==> config.mk <==
export PLATFORM = sky130hd
export DESIGN_NAME = echo_buffered
export DESIGN_NICKNAME = d
export VERILOG_FILES = /design/src/rtl/echo_buffered.sv
export SDC_FILE = /design/constraint.sdc
export NUM_CORES = 1
export LEC_CHECK = 0
export ABC_AREA = 1
export CORE_UTILIZATION = 55
export DETAILED_ROUTE_END_ITERATION = 16
export PLACE_DENSITY = 0.73
export RECOVER_POWER = 50
export SLEW_MARGIN = 20
export SYNTH_ARGS = -nofsm -noshare
export SYNTH_HDL_FRONTEND = slang
export SYNTH_SLANG_ARGS = --single-unit
==> constraint.sdc <==
create_clock -name clk -period 7.7 [get_ports clk]
set_clock_uncertainty 0.2 [all_clocks]
set_input_delay 1.925 -clock clk [delete_from_list [all_inputs] [get_ports clk]]
set_output_delay 1.925 -clock clk [all_outputs]
set_load 0.02 [all_outputs]
==> src/rtl/echo_buffered.sv <==
// Receive-to-transmit echo path with a circular byte FIFO, optional
// upper-case folding and CR->CRLF expansion, and an overflow counter.
module echo_buffered #(
    parameter int DEPTH_LOG2 = 4,
    parameter bit UPPER      = 1'b0,
    parameter bit CRLF       = 1'b1,
    parameter int STAT_WIDTH = 8
) (
    input  logic                  clk,
    input  logic                  rst,
    input  logic                  in_valid,
    input  logic [7:0]            in_byte,
    input  logic                  tx_ready,
    output logic                  out_valid,
    output logic [7:0]            out_byte,
    output logic [DEPTH_LOG2:0]   fill,
    output logic                  empty,
    output logic                  full,
    output logic [STAT_WIDTH-1:0] overflow_count
);

    localparam int DEPTH = 1 << DEPTH_LOG2;
    localparam logic [DEPTH_LOG2:0] DEPTH_F = (DEPTH_LOG2+1)'(DEPTH);

    typedef enum logic [1:0] {IDLE, SEND, HOLD} state_t;

    logic [7:0]            mem [DEPTH];
    logic [DEPTH_LOG2-1:0] wptr, rptr, wptr1;
    state_t                state, state_nx;
    logic [7:0]            b;
    logic                  is_cr, push, drop, pop;
    logic [DEPTH_LOG2:0]   room, push_n, pop_n;

    assign empty = (fill == '0);
    assign full  = (fill == DEPTH_F);
    assign wptr1 = wptr + 1'b1;

    always_comb begin
        b = in_byte;
        if (UPPER && in_byte >= 8'h61 && in_byte <= 8'h7A)
            b = in_byte - 8'h20;
        is_cr = CRLF && (b == 8'h0D);
        // Space check uses start-of-cycle occupancy; a same-cycle pop never helps.
        room = DEPTH_F - fill;
        push = in_valid && (is_cr ? (room >= (DEPTH_LOG2+1)'(2))
                                  : (room >= (DEPTH_LOG2+1)'(1)));
        drop = in_valid && !push;
        push_n = '0;
        if (push)
            push_n = is_cr ? (DEPTH_LOG2+1)'(2) : (DEPTH_LOG2+1)'(1);
    end

    always_comb begin
        state_nx = state;
        pop      = 1'b0;
        unique case (state)
            IDLE: begin
                if (!empty && tx_ready) begin
                    pop      = 1'b1;
                    state_nx = SEND;
                end
            end
            SEND:    state_nx = HOLD;
            HOLD:    state_nx = IDLE;
            default: state_nx = IDLE;
        endcase
        pop_n = pop ? (DEPTH_LOG2+1)'(1) : '0;
    end

    always_ff @(posedge clk) begin
        if (push) begin
            if (is_cr) begin
                mem[wptr]  <= 8'h0D;
                mem[wptr1] <= 8'h0A;
            end else begin
                mem[wptr] <= b;
            end
        end
    end

    always_ff @(posedge clk or posedge rst) begin
        if (rst) begin
            state          <= IDLE;
            wptr           <= '0;
            rptr           <= '0;
            fill           <= '0;
            out_valid      <= 1'b0;
            out_byte       <= 8'h00;
            overflow_count <= '0;
        end else begin
            state     <= state_nx;
            out_valid <= pop;
            fill      <= fill + push_n - pop_n;
            if (pop) begin
                out_byte <= mem[rptr];
                rptr     <= rptr + 1'b1;
            end
            if (push)
                wptr <= wptr + DEPTH_LOG2'(push_n);
            if (drop && overflow_count != '1)
                overflow_count <= overflow_count + 1'b1;
        end
    end

endmodule

* Word-level counts from Yosys, hierarchy flattened
Memory sizes are Yosys's and may differ from the RTL's. A register that Yosys moved wholly into a read port is not among the register bits. Cells that the tools add are included.
Cells by class: add/subtract/negate cells 7, $lt $le $gt $ge 2, equal/unequal tests 5, muxes and demuxes 15, bitwise operators 1, reduce and logical (&&, ||, !) cells 8
Operator list (number):
- 1-bit 2-to-1 mux | 10
- 4-bit by 1-bit adder with 4-bit output (second input constant) | 2
- 8-bit by 1-bit adder with 8-bit output (second input constant) | 1
- 8-bit by 4-bit == test with 1-bit output (second input constant) | 1
- 8-bit 2-to-1 mux | 1
- 8-bit != test (second input constant) | 1
- 5-bit adder | 1
- 5-bit == test (second input constant) | 1
- 5-bit by 1-bit >= comparator with 1-bit output (second input constant) | 1
- 5-bit by 2-bit >= comparator with 1-bit output (second input constant) | 1
- 5-bit zero test | 1
- 5-bit 2-to-1 mux | 1
- 5-bit by 1-bit subtractor with 5-bit output | 1
- 5-bit subtractor (first input constant) | 1
- 4-bit adder | 1
- 1-bit logical AND | 4
- 2-bit 2-to-1 mux | 2
- 2-bit case mux with 2 select lines | 1
- 2-bit by 1-bit == test with 1-bit output (second input constant) | 1
- 1-bit zero test | 2
- 2-bit zero test | 1
- 2-bit != test (second input constant) | 1
- 1-bit bitwise OR | 1
Storage, ports and cells: bits in registers 24, RAM bits 128, input port bits 12, logic and storage cells 45, memories 1
Memory list:
- mem | depth 16, width 8, read ports 1, clocked after Yosys merged registers in 1, write ports 2, RTL line 27 | logic [7:0] mem [DEPTH];

* Depth between registers and ports, before layout
Gate-level depths: netlist of the first run.
depth in word-level cells 7, mapped depth 21, gate-level depth less buffers 21

* Least setup slack after synthesis of the first run
No wires, ideal clock.
path type input port to flip-flop, start input port in_byte[1], end register fill[4], setup time 79 ps, arrival 4191 ps, path slack 3230 ps, cell stages on the path 17, buffers on the path 0, path through inv_2 -> nand2_1 -> nor2_4 -> nand2_4 -> nand2_2 -> nand2_2 -> nand2_4 -> nand2_4 -> nor2_1 -> inv_1 -> ha_1 -> inv_1 -> fa_1 -> a21oi_1 -> nor2_1 -> nor2_1 -> xor2_1
Between the ends: cells in the longest elaborated chain, start to end 6, elaborated cells on any way between the ends 7
Ends and longest elaborated chain:
- start: declaration | RTL line 12 | input logic [7:0] in_byte,
- 8-bit by 4-bit == test with 1-bit output (*) | RTL line 42 | is_cr = CRLF && (b == 8'h0D);
- 1-bit 2-to-1 mux | RTL line 45 | push = in_valid && (is_cr ? (room >= (DEPTH_LOG2+1)'(2))
- 1-bit logical AND | RTL line 45
- 5-bit 2-to-1 mux (*) | RTL line 49 | if (push)
- 5-bit adder (*) | RTL line 93 | fill <= fill + push_n - pop_n;
- 5-bit by 1-bit subtractor with 5-bit output (*) | RTL line 93
- end signal: assignment | RTL line 93
- end: declaration | RTL line 16 | output logic [DEPTH_LOG2:0] fill,
Mark *: on every way between the ends. The rest lies on a longest branch, timed or not. A chain may end at the register's enable or synchronous reset.

* Final worst setup path of the first run
Same ends and word-level chain as after synthesis.

==> metrics, run 1 <==
die area 16200 sq um; ratio of cells with drive above 1 in the final layout 0.0488; area grow syn2layout 10.1%; Vias 7715; ys flop type dfxtp_1; critical path, cell by cell dlygate4sd3_1 -> inv_1 -> nand2_1 -> nor2_4 -> nand2_1 -> inv_1 -> nor2_1 -> clkinv_1 -> ha_1 -> inv_1 -> ha_1 -> fa_1 -> a21oi_1 -> nor2_1 -> nor2_1 -> xor2_1; nets 1308; final wirelength 22.0 mm; dpl hpwl 14.3 mm; Post-synth EDFFs 0; hold_buf cts 0; crit-path max FO 18; Synth Warn # 0; commonest non-fill, non-tap cell in the layout nor2_1; count of cell types in the netlist 36; Max Root-Sink Buffers 2; setup TNS 0 ns; Num CTS Buffers 17; CP Class input pin to flip-flop; setup violators final 0; DR vias/cell 5.14; postcts setup bufs 0; die extent in y 127 um; fin crit share 0.782; largest net degree at the start of global routing 68; startpoint class of the critical path input pin; core area 15300 sq um; CTS tree yes; Final Util 0.623; DRT Pass-1 Iters 5; port buffer count 35; relative slew slack -0.266; Ant. Diodes 0; Critical-path top delay cell dlygate4sd3_1; most frequent cells in the layout nor2_1 (311), nand2_1 (290), inv_1 (184); Req. time, crit path 7.86 ns; mapped cell area 8630 sq um; post-CTS resize count 0; antenna violations before repair 0; max-cap violations 1; delay-heaviest family, CP buffers and inverters; DR WL/cell 14.6 um; clock tree root driver cell clkbuf_16; Slew Viols, Final 33; Final Hold Viols 0; Tot GR Track Use 0.283; Post-Synth Adder-Cell Area 0.0278; io pins 36; post-synthesis compound-gate area fraction 0.0890; net count of the mapped netlist 1300; # rows 45; Peak VDD IR 0.224 mV; mux contribution to synthesized area 0; unrepaired setup endpoints after global routing no; Slowest Stage Delay on Critical Path 0.71 ns; critical path arrival 6.17 ns; register bit total from synthesis 160; overall die width 127 um; worst skew pair latency 0.43 ns; Avg Inst Size Synth 6.80 sq um; Leakage 5.30 nW; outcome complete, but fails checks; total grt overflow 0; clock slew at reported path FFs 0.07 ns; pwr dens 417 nW/um^2; Buffers & Inverters on Critical Path 5; routability congestion estimate 0.843; Initial Utilization 0.566; Tightest Pin Transition 1.90 ns; first-pass GRT wire length 35.6 mm; Iter 0 DRT Violations 717; H-tree levels 4; Seq/Total Area, Yosys 0.390; failing checks max-capacitance violations, max-slew violations; simple-gate share of the synthesized area 0.356; Syn Inst Count 1270; Synth Area in XOR/XNOR 0.0162; Highest Clock Rate 166 MHz; Period minus WS final 6.02 ns; CTS Sinks 160; # DRC 0; Crit. End Element flip-flop; Post-synth ARST share 0.200; antenna-violating nets left 0; min-delay worst type flip-flop to flip-flop; vias in the first global route 6982; largest family of logic cells by synthesized area simple AND/OR/NAND/NOR gates
stage by stage:
| stage | cells | area (sq um) | hold WS (ns) | setup slack, ns | power [mW] |
|---|---|---|---|---|---|
| floorplan | 1270 | 8630 | 0.222 | 3.23 | 2.64 |
| global placement | 1470 | 8980 | 0.252 | 2.12 | 3.05 |
| detailed placement | 1470 | 8980 | 0.257 | 1.98 | 3.09 |
| CTS | 1502 | 9590 | 0.275 | 2.41 | 3.98 |
| global route | 1502 | 9510 | 0.284 | 1.51 | 4.26 |
| finish | 1502 | 9510 | 0.259 | 1.68 | 3.97 |
area by class of cell:
class | count | area, sq um
clock buffer | 22 | 474
clock inverter | 10 | 135
fill | 1425 | 5750
inverter | 193 | 727
multi-input combinational | 865 | 4150
sequential | 160 | 3360
tap | 211 | 264
timing repair buffer | 41 | 388
final timing paths:
check	from	to	cells past startpoint	slack (ns)
max in group asynchronous	rst	rptr[0]$_DFFE_PP0P_	3	3.64
min	state[1]$_DFFE_PP0P_	state[1]$_DFFE_PP0P_	1	0.26
min reg2reg	state[1]$_DFFE_PP0P_	state[1]$_DFFE_PP0P_	1	0.26
max reg2reg	fill[0]$_DFF_PP0_	fill[4]$_DFF_PP0_	21	3.64
max	in_byte[1]	fill[4]$_DFF_PP0_	16	1.68
min in group asynchronous	rst	overflow_count[4]$_DFFE_PP0P_	3	2.43
state kept, by name, indices dropped and copies added (netlist names):
name and cells:
fill 5, state 2, overflow_count 8, rptr 4
out_byte 8, wptr 4, mem 128, out_valid 1
layer usage:
metal	up-vias	track usage	wire (um)
li1	3917	-	-
met1	3538	0.380	10200
met5	-	0	0
met4	0	0.0910	466
met3	32	0.0549	1290
met2	228	0.459	10100
logic make-up after synthesis:
group,after synthesis
simple gates,711
compound gates,120
xor+xnor,16
flops,160
fa+ha+maj,18
buf+inv,245
where the power goes:
part / switching [mW] / internal, mW / leakage (nW)
sequential: 0.219 / 1.20 / 1.46
combinational: 1.07 / 0.605 / 3.55
clock: 0.345 / 0.534 / 0.288
Yosys cell counts, drive strengths merged, types with 20 or more instances:
library cell  instances  area (sq um)
buf                  25           216
dfxtp               128          2560
dfrtp                32           801
inv                 190           716
o21ai                47           235
clkbuf               27           101
nand3                83           521
o21bai               20           150
nor2                314          1220
o221ai               20           175
nand2               298          1180
(Power assumes the default switching activity.)
==> inputs of run 2 (changes only) <==
Clock period 7.7 ns to 5.56 ns, I/O delays scaled along.
==> metrics, run 2 (synthesis results as in run 1) <==
Layout Cells excl Fill 1503 (was 1502); H-tree levels 4 (unchanged); largest net degree at the start of global routing 68 (unchanged); FF-to-FF path depth 15 (was 21); antenna violations before repair 0 (unchanged); grt met1 use 0.394 (was 0.380); Req. time, crit path 5.72 ns (was 7.86 ns); dpl hpwl 14.3 mm (about the same); Tightest Pin Transition 1.95 ns (was 1.90 ns); fin crit share 0.829; biggest registers after layout mem (128), out_byte (8), overflow_count (8) (unchanged); Num CTS Buffers 17 (unchanged); GRT met3 Usage 0.0498 (was 0.0549); ratio of cells with drive above 1 in the final layout 0.0503 (was 0.0488); DR WL/cell 14.7 um (was 14.6 um); CTS Sinks 160 (unchanged); vias in the first global route 6755 (was 6982); Final Util 0.619 (was 0.623); DR vias/cell 5.12 (was 5.14); Final Hold Viols 0 (unchanged); Peak VDD IR 0.315 mV (was 0.224 mV); # DRC 0 (unchanged); hold path depth 1 (unchanged); # rows 45 (unchanged); switching share of power 0.418 (was 0.411); Total Power 5.46 mW (was 3.97 mW); DP Cell Count 1471 (was 1470); Biggest register mem (unchanged); antenna-violating nets left 0 (unchanged); Ant. Diodes 0 (unchanged); GR Util met2 0.438 (was 0.459); failing checks max-capacitance violations, max-slew violations (unchanged); outcome complete, but fails checks (unchanged); routability congestion estimate 0.873 (was 0.843); worst skew pair latency 0.44 ns (was 0.43 ns); die extent in y 127 um (unchanged); max FFs per register 128 (unchanged); CTS tree yes (unchanged); Highest Clock Rate 217 MHz; relative slew slack -0.299 (was -0.266); total grt overflow 0 (unchanged); area grow syn2layout 9.48% (was 10.1%); P_sw 2.28 mW (was 1.63 mW); Reg power frac 0.360 (was 0.357); first-pass GRT wire length 35.4 mm (was 35.6 mm); final wirelength 22.0 mm (about the same); clock slew at reported path FFs 0.06 ns (was 0.07 ns); pwr dens 577 nW/um^2 (was 417 nW/um^2); commonest non-fill, non-tap cell in the layout nor2_1 (unchanged); io pins 36 (unchanged); max-cap violations 1 (unchanged); core area 15300 sq um (unchanged); Slew Viols, Final 33 (unchanged); unrepaired setup endpoints after global routing no (unchanged); DRT Pass-1 Iters 5 (unchanged); Max Root-Sink Buffers 2 (unchanged); setup TNS 0 ns (unchanged); Crit. End Element flip-flop (unchanged); Tot GR Track Use 0.284 (was 0.283); die area 16200 sq um (unchanged); Period minus WS final 4.61 ns; R2R Setup Slk 1.83 ns (was 3.64 ns); most frequent cells in the layout nor2_1 (310), nand2_1 (288), inv_1 (185) (was nor2_1 (311), nand2_1 (290), inv_1 (184)); Internal Power 3.18 mW (was 2.34 mW); min-delay worst type flip-flop to flip-flop (unchanged); startpoint class of the critical path input pin (unchanged); Clk pwr share 0.216 (was 0.222); crit-path max FO 18 (unchanged); nets 1309 (was 1308); CP Class input pin to flip-flop (unchanged); hold_buf cts 0 (unchanged); postcts setup bufs 0 (unchanged); Iter 0 DRT Violations 678 (was 717); clock tree root driver cell clkbuf_16 (unchanged); post-CTS resize count 0 (unchanged); overall die width 127 um (unchanged); Initial Utilization 0.566 (unchanged); critical path arrival 4.77 ns (was 6.17 ns); most crowded layer after global routing met2 (unchanged); port buffer count 35 (unchanged); setup violators final 0 (unchanged); Leakage 5.32 nW (was 5.30 nW); Vias 7689 (was 7715); Comb pwr share 0.424 (was 0.421)
[run 2: stage by stage]
step | setup slack [ns] | cell area, sq um | hold slack, ns
3_5_place_dp | 0.661 | 8990 | 0.251
5_1_grt | 0.626 | 9450 | 0.278
6_report | 0.950 | 9450 | 0.259
2_1_floorplan | 1.62 | 8630 | 0.222
4_1_cts | 1.11 | 9580 | 0.270
3_3_place_gp | 0.695 | 8990 | 0.251
[run 2: routing by layer]
layer  up-vias  wire [um]
li1       3917          -
met1      3505      10200
met2       235      10000
met3        32       1270
met4         0        527
met5         -          0
[run 2: power groups by stage]
stage	Combinational, mW	Clock, mW	Sequential, mW
finish	2.31	1.18	1.97
global placement	2.28	0	1.96
global route	2.61	1.24	2.02
CTS	2.34	1.19	1.96
floorplan	1.71	0	1.95
detailed placement	2.32	0	1.98
[run 2: worst paths after layout]
path | startpoint | to
hold / removal | state[0]$_DFFE_PP0P_ | state[0]$_DFFE_PP0P_
hold reg to reg | state[0]$_DFFE_PP0P_ | state[0]$_DFFE_PP0P_
min in group asynchronous | rst | overflow_count[7]$_DFFE_PP0P_
setup reg to reg | fill[0]$_DFF_PP0_ | fill[4]$_DFF_PP0_
max in group asynchronous | rst | rptr[0]$_DFFE_PP0P_
setup / recovery | in_byte[1] | fill[4]$_DFF_PP0_
[run 2: final cells by class]
cell class,count,area [sq um]
clock buffer,19,453
clock inverter,13,138
fill,1426,5810
inverter,193,727
multi-input combinational,865,4110
sequential,160,3360
tap,211,264
timing repair buffer,42,395
[run 2: worst max-delay path, cell delays in order]
cell	delay, ns
dlygate4sd3_1	0.67
inv_1	0.18
nand2_1	0.07
nor2_1	0.22
nand2_4	0.20
nand2_1	0.10
nand2_1	0.10
nand2_4	0.10
nand2_4	0.08
nor2_1	0.22
inv_1	0.15
ha_1	0.31
inv_1	0.07
fa_1	0.46
a21oi_1	0.15
nor2_1	0.05
nor2_1	0.10
xor2_1	0.14
==> inputs of run 3 (changes only) <==
Clock period 5.56 ns to 4.45 ns, I/O delays scaled along.
==> metrics, run 3 (synthesis results as in run 1) <==
critical path arrival 4.17 ns (was 4.77 ns); H-tree levels 4 (unchanged); clock tree root driver cell clkbuf_16 (unchanged); DP Cell Count 1482 (was 1471); # rows 45 (unchanged); biggest registers after layout mem (128), out_byte (8), overflow_count (8) (unchanged); dpl hpwl 14.4 mm (was 14.3 mm); postcts setup bufs 0 (unchanged); commonest non-fill, non-tap cell in the layout nor2_1 (unchanged); failing checks max-capacitance violations, max-slew violations (unchanged); Initial Utilization 0.566 (unchanged); Ant. Diodes 0 (unchanged); DR WL/cell 14.5 um (was 14.7 um); CTS tree yes (unchanged); most frequent cells in the layout nor2_1 (310), nand2_1 (288), inv_1 (184) (was nor2_1 (310), nand2_1 (288), inv_1 (185)); max-cap violations 1 (unchanged); vias in the first global route 7114 (was 6755); Leakage 5.37 nW (was 5.32 nW); CTS Sinks 160 (unchanged); overall die width 127 um (unchanged); area grow syn2layout 10.4% (was 9.48%); critical path, cell by cell clkdlybuf4s50_1 -> inv_1 -> nand2_1 -> nor2_1 -> nand2_4 -> nand2_1 -> nand2_1 -> nand2_4 -> buf_4 -> nand4_1 -> nor2_1 -> nor2_1 -> nor2_1 (was dlygate4sd3_1 -> inv_1 -> nand2_1 -> nor2_1 -> nand2_4 -> nand2_1 -> nand2_1 -> nand2_4 -> nand2_4 -> nor2_1 -> inv_1 -> ha_1 -> inv_1 -> fa_1 -> a21oi_1 -> nor2_1 -> nor2_1 -> xor2_1); fin crit share 0.897; Buffers & Inverters on Critical Path 3 (was 4); crit-path max FO 16 (was 18); Slew Viols, Final 33 (unchanged); routability congestion estimate 0.856 (was 0.873); Layout Cells excl Fill 1514 (was 1503); core area 15300 sq um (unchanged); Design Area, Final 9530 sq um (was 9450 sq um); setup TNS 0 ns (unchanged); relative slew slack -0.313 (was -0.299); Vias 7791 (was 7689); Slowest Stage Delay on Critical Path 0.95 ns (was 0.67 ns); Period minus WS final 3.99 ns; port buffer count 35 (unchanged); total grt overflow 0 (unchanged); Peak VDD IR 0.367 mV (was 0.315 mV); Req. time, crit path 4.63 ns (was 5.72 ns); min-delay worst type flip-flop to flip-flop (unchanged); Total Power 6.80 mW (was 5.46 mW); worst skew pair latency 0.44 ns (about the same); DR vias/cell 5.15 (was 5.12); Crit. End Element flip-flop (unchanged); ratio of cells with drive above 1 in the final layout 0.0591 (was 0.0503); clock slew at reported path FFs 0.07 ns (was 0.06 ns); die extent in y 127 um (unchanged); io pins 36 (unchanged); Critical-path top delay cell nand4_1 (was dlygate4sd3_1); Num CTS Buffers 17 (unchanged); outcome complete, but fails checks (unchanged); Final Hold Viols 0 (unchanged); hold_buf cts 0 (unchanged); Tot GR Track Use 0.289 (was 0.284); area post-placement 9070 sq um (was 8990 sq um); largest net degree at the start of global routing 68 (unchanged); final wirelength 22.0 mm (about the same); DRT Pass-1 Iters 5 (unchanged); Crit path top cell by count nor2_1 (unchanged); first-pass GRT wire length 36.5 mm (was 35.4 mm); startpoint class of the critical path input pin (unchanged); Iter 0 DRT Violations 641 (was 678); delay-heaviest family, CP simple AND/OR/NAND/NOR gates (unchanged); nets 1320 (was 1309); Tightest Pin Transition 1.97 ns (was 1.95 ns); Highest Clock Rate 250 MHz; max FFs per register 128 (unchanged); setup violators final 0 (unchanged); post-CTS resize count 0 (unchanged); CP Class input pin to flip-flop (unchanged); # DRC 0 (unchanged); Max Root-Sink Buffers 2 (unchanged); antenna violations before repair 0 (unchanged); unrepaired setup endpoints after global routing no (unchanged); Biggest register mem (unchanged); pwr dens 714 nW/um^2 (was 577 nW/um^2); antenna-violating nets left 0 (unchanged); die area 16200 sq um (unchanged)
-- run 3: cell count changes in the layout (fill, tap and decap cells not counted), sizes merged --
| cell | previous run | this run |
|---|---|---|
| clkinvlp | 3 | 1 |
| bufinv | 2 | 1 |
| clkinv | 10 | 9 |
| clkdlybuf4s50 | 8 | 12 |
| inv | 191 | 195 |
| buf | 5 | 16 |
| dlygate4sd3 | 27 | 23 |
-- run 3: metrics by stage --
step | setup slack (ns) | hold WS [ns] | util
6_report | 0.458 | 0.253 | 0.625
2_1_floorplan | 0.792 | 0.222 | -
3_5_place_dp | 0.186 | 0.251 | 0.594
3_3_place_gp | 0.246 | 0.250 | 0.594
5_1_grt | 0.286 | 0.289 | 0.625
4_1_cts | 0.638 | 0.270 | 0.632
-- run 3: report_power, final --
group	leakage (nW)	internal [mW]	switching, mW
Sequential	1.46	2.07	0.379
Clock	0.285	0.809	0.633
Combinational	3.62	1.06	1.85
Total	5.37	3.94	2.86
-- run 3: final timing paths --
path | startpoint | endpoint | slack, ns | cells after the start
min in group asynchronous | rst | overflow_count[2]$_DFFE_PP0P_ | 1.64 | 3
worst max-delay path | in_byte[1] | mem[8][7]$_SDFFE_PP0P_ | 0.46 | 13
worst max register to register | fill[0]$_DFF_PP0_ | fill[4]$_DFF_PP0_ | 0.95 | 21
max in group asynchronous | rst | rptr[0]$_DFFE_PP0P_ | 1.14 | 3
worst min register to register | state[1]$_DFFE_PP0P_ | state[1]$_DFFE_PP0P_ | 0.25 | 1
worst min-delay path | state[1]$_DFFE_PP0P_ | state[1]$_DFFE_PP0P_ | 0.25 | 1
-- run 3: cell type report --
type | count | area, sq um
clock inverters | 13 | 126
well taps | 211 | 264
multi-input cells | 865 | 4120
repair buffers | 53 | 478
flip-flops and latches | 160 | 3360
fillers | 1426 | 5730
inverters | 193 | 727
clock buffers | 19 | 453
-- run 3: metal layers --
metal,wire (um),global-route usage,vias to the layer above
li1,-,-,3960
met1,10100,0.385,3550
met2,10000,0.461,244
met3,1320,0.0553,37
met4,529,0.116,0
met5,0,0,-
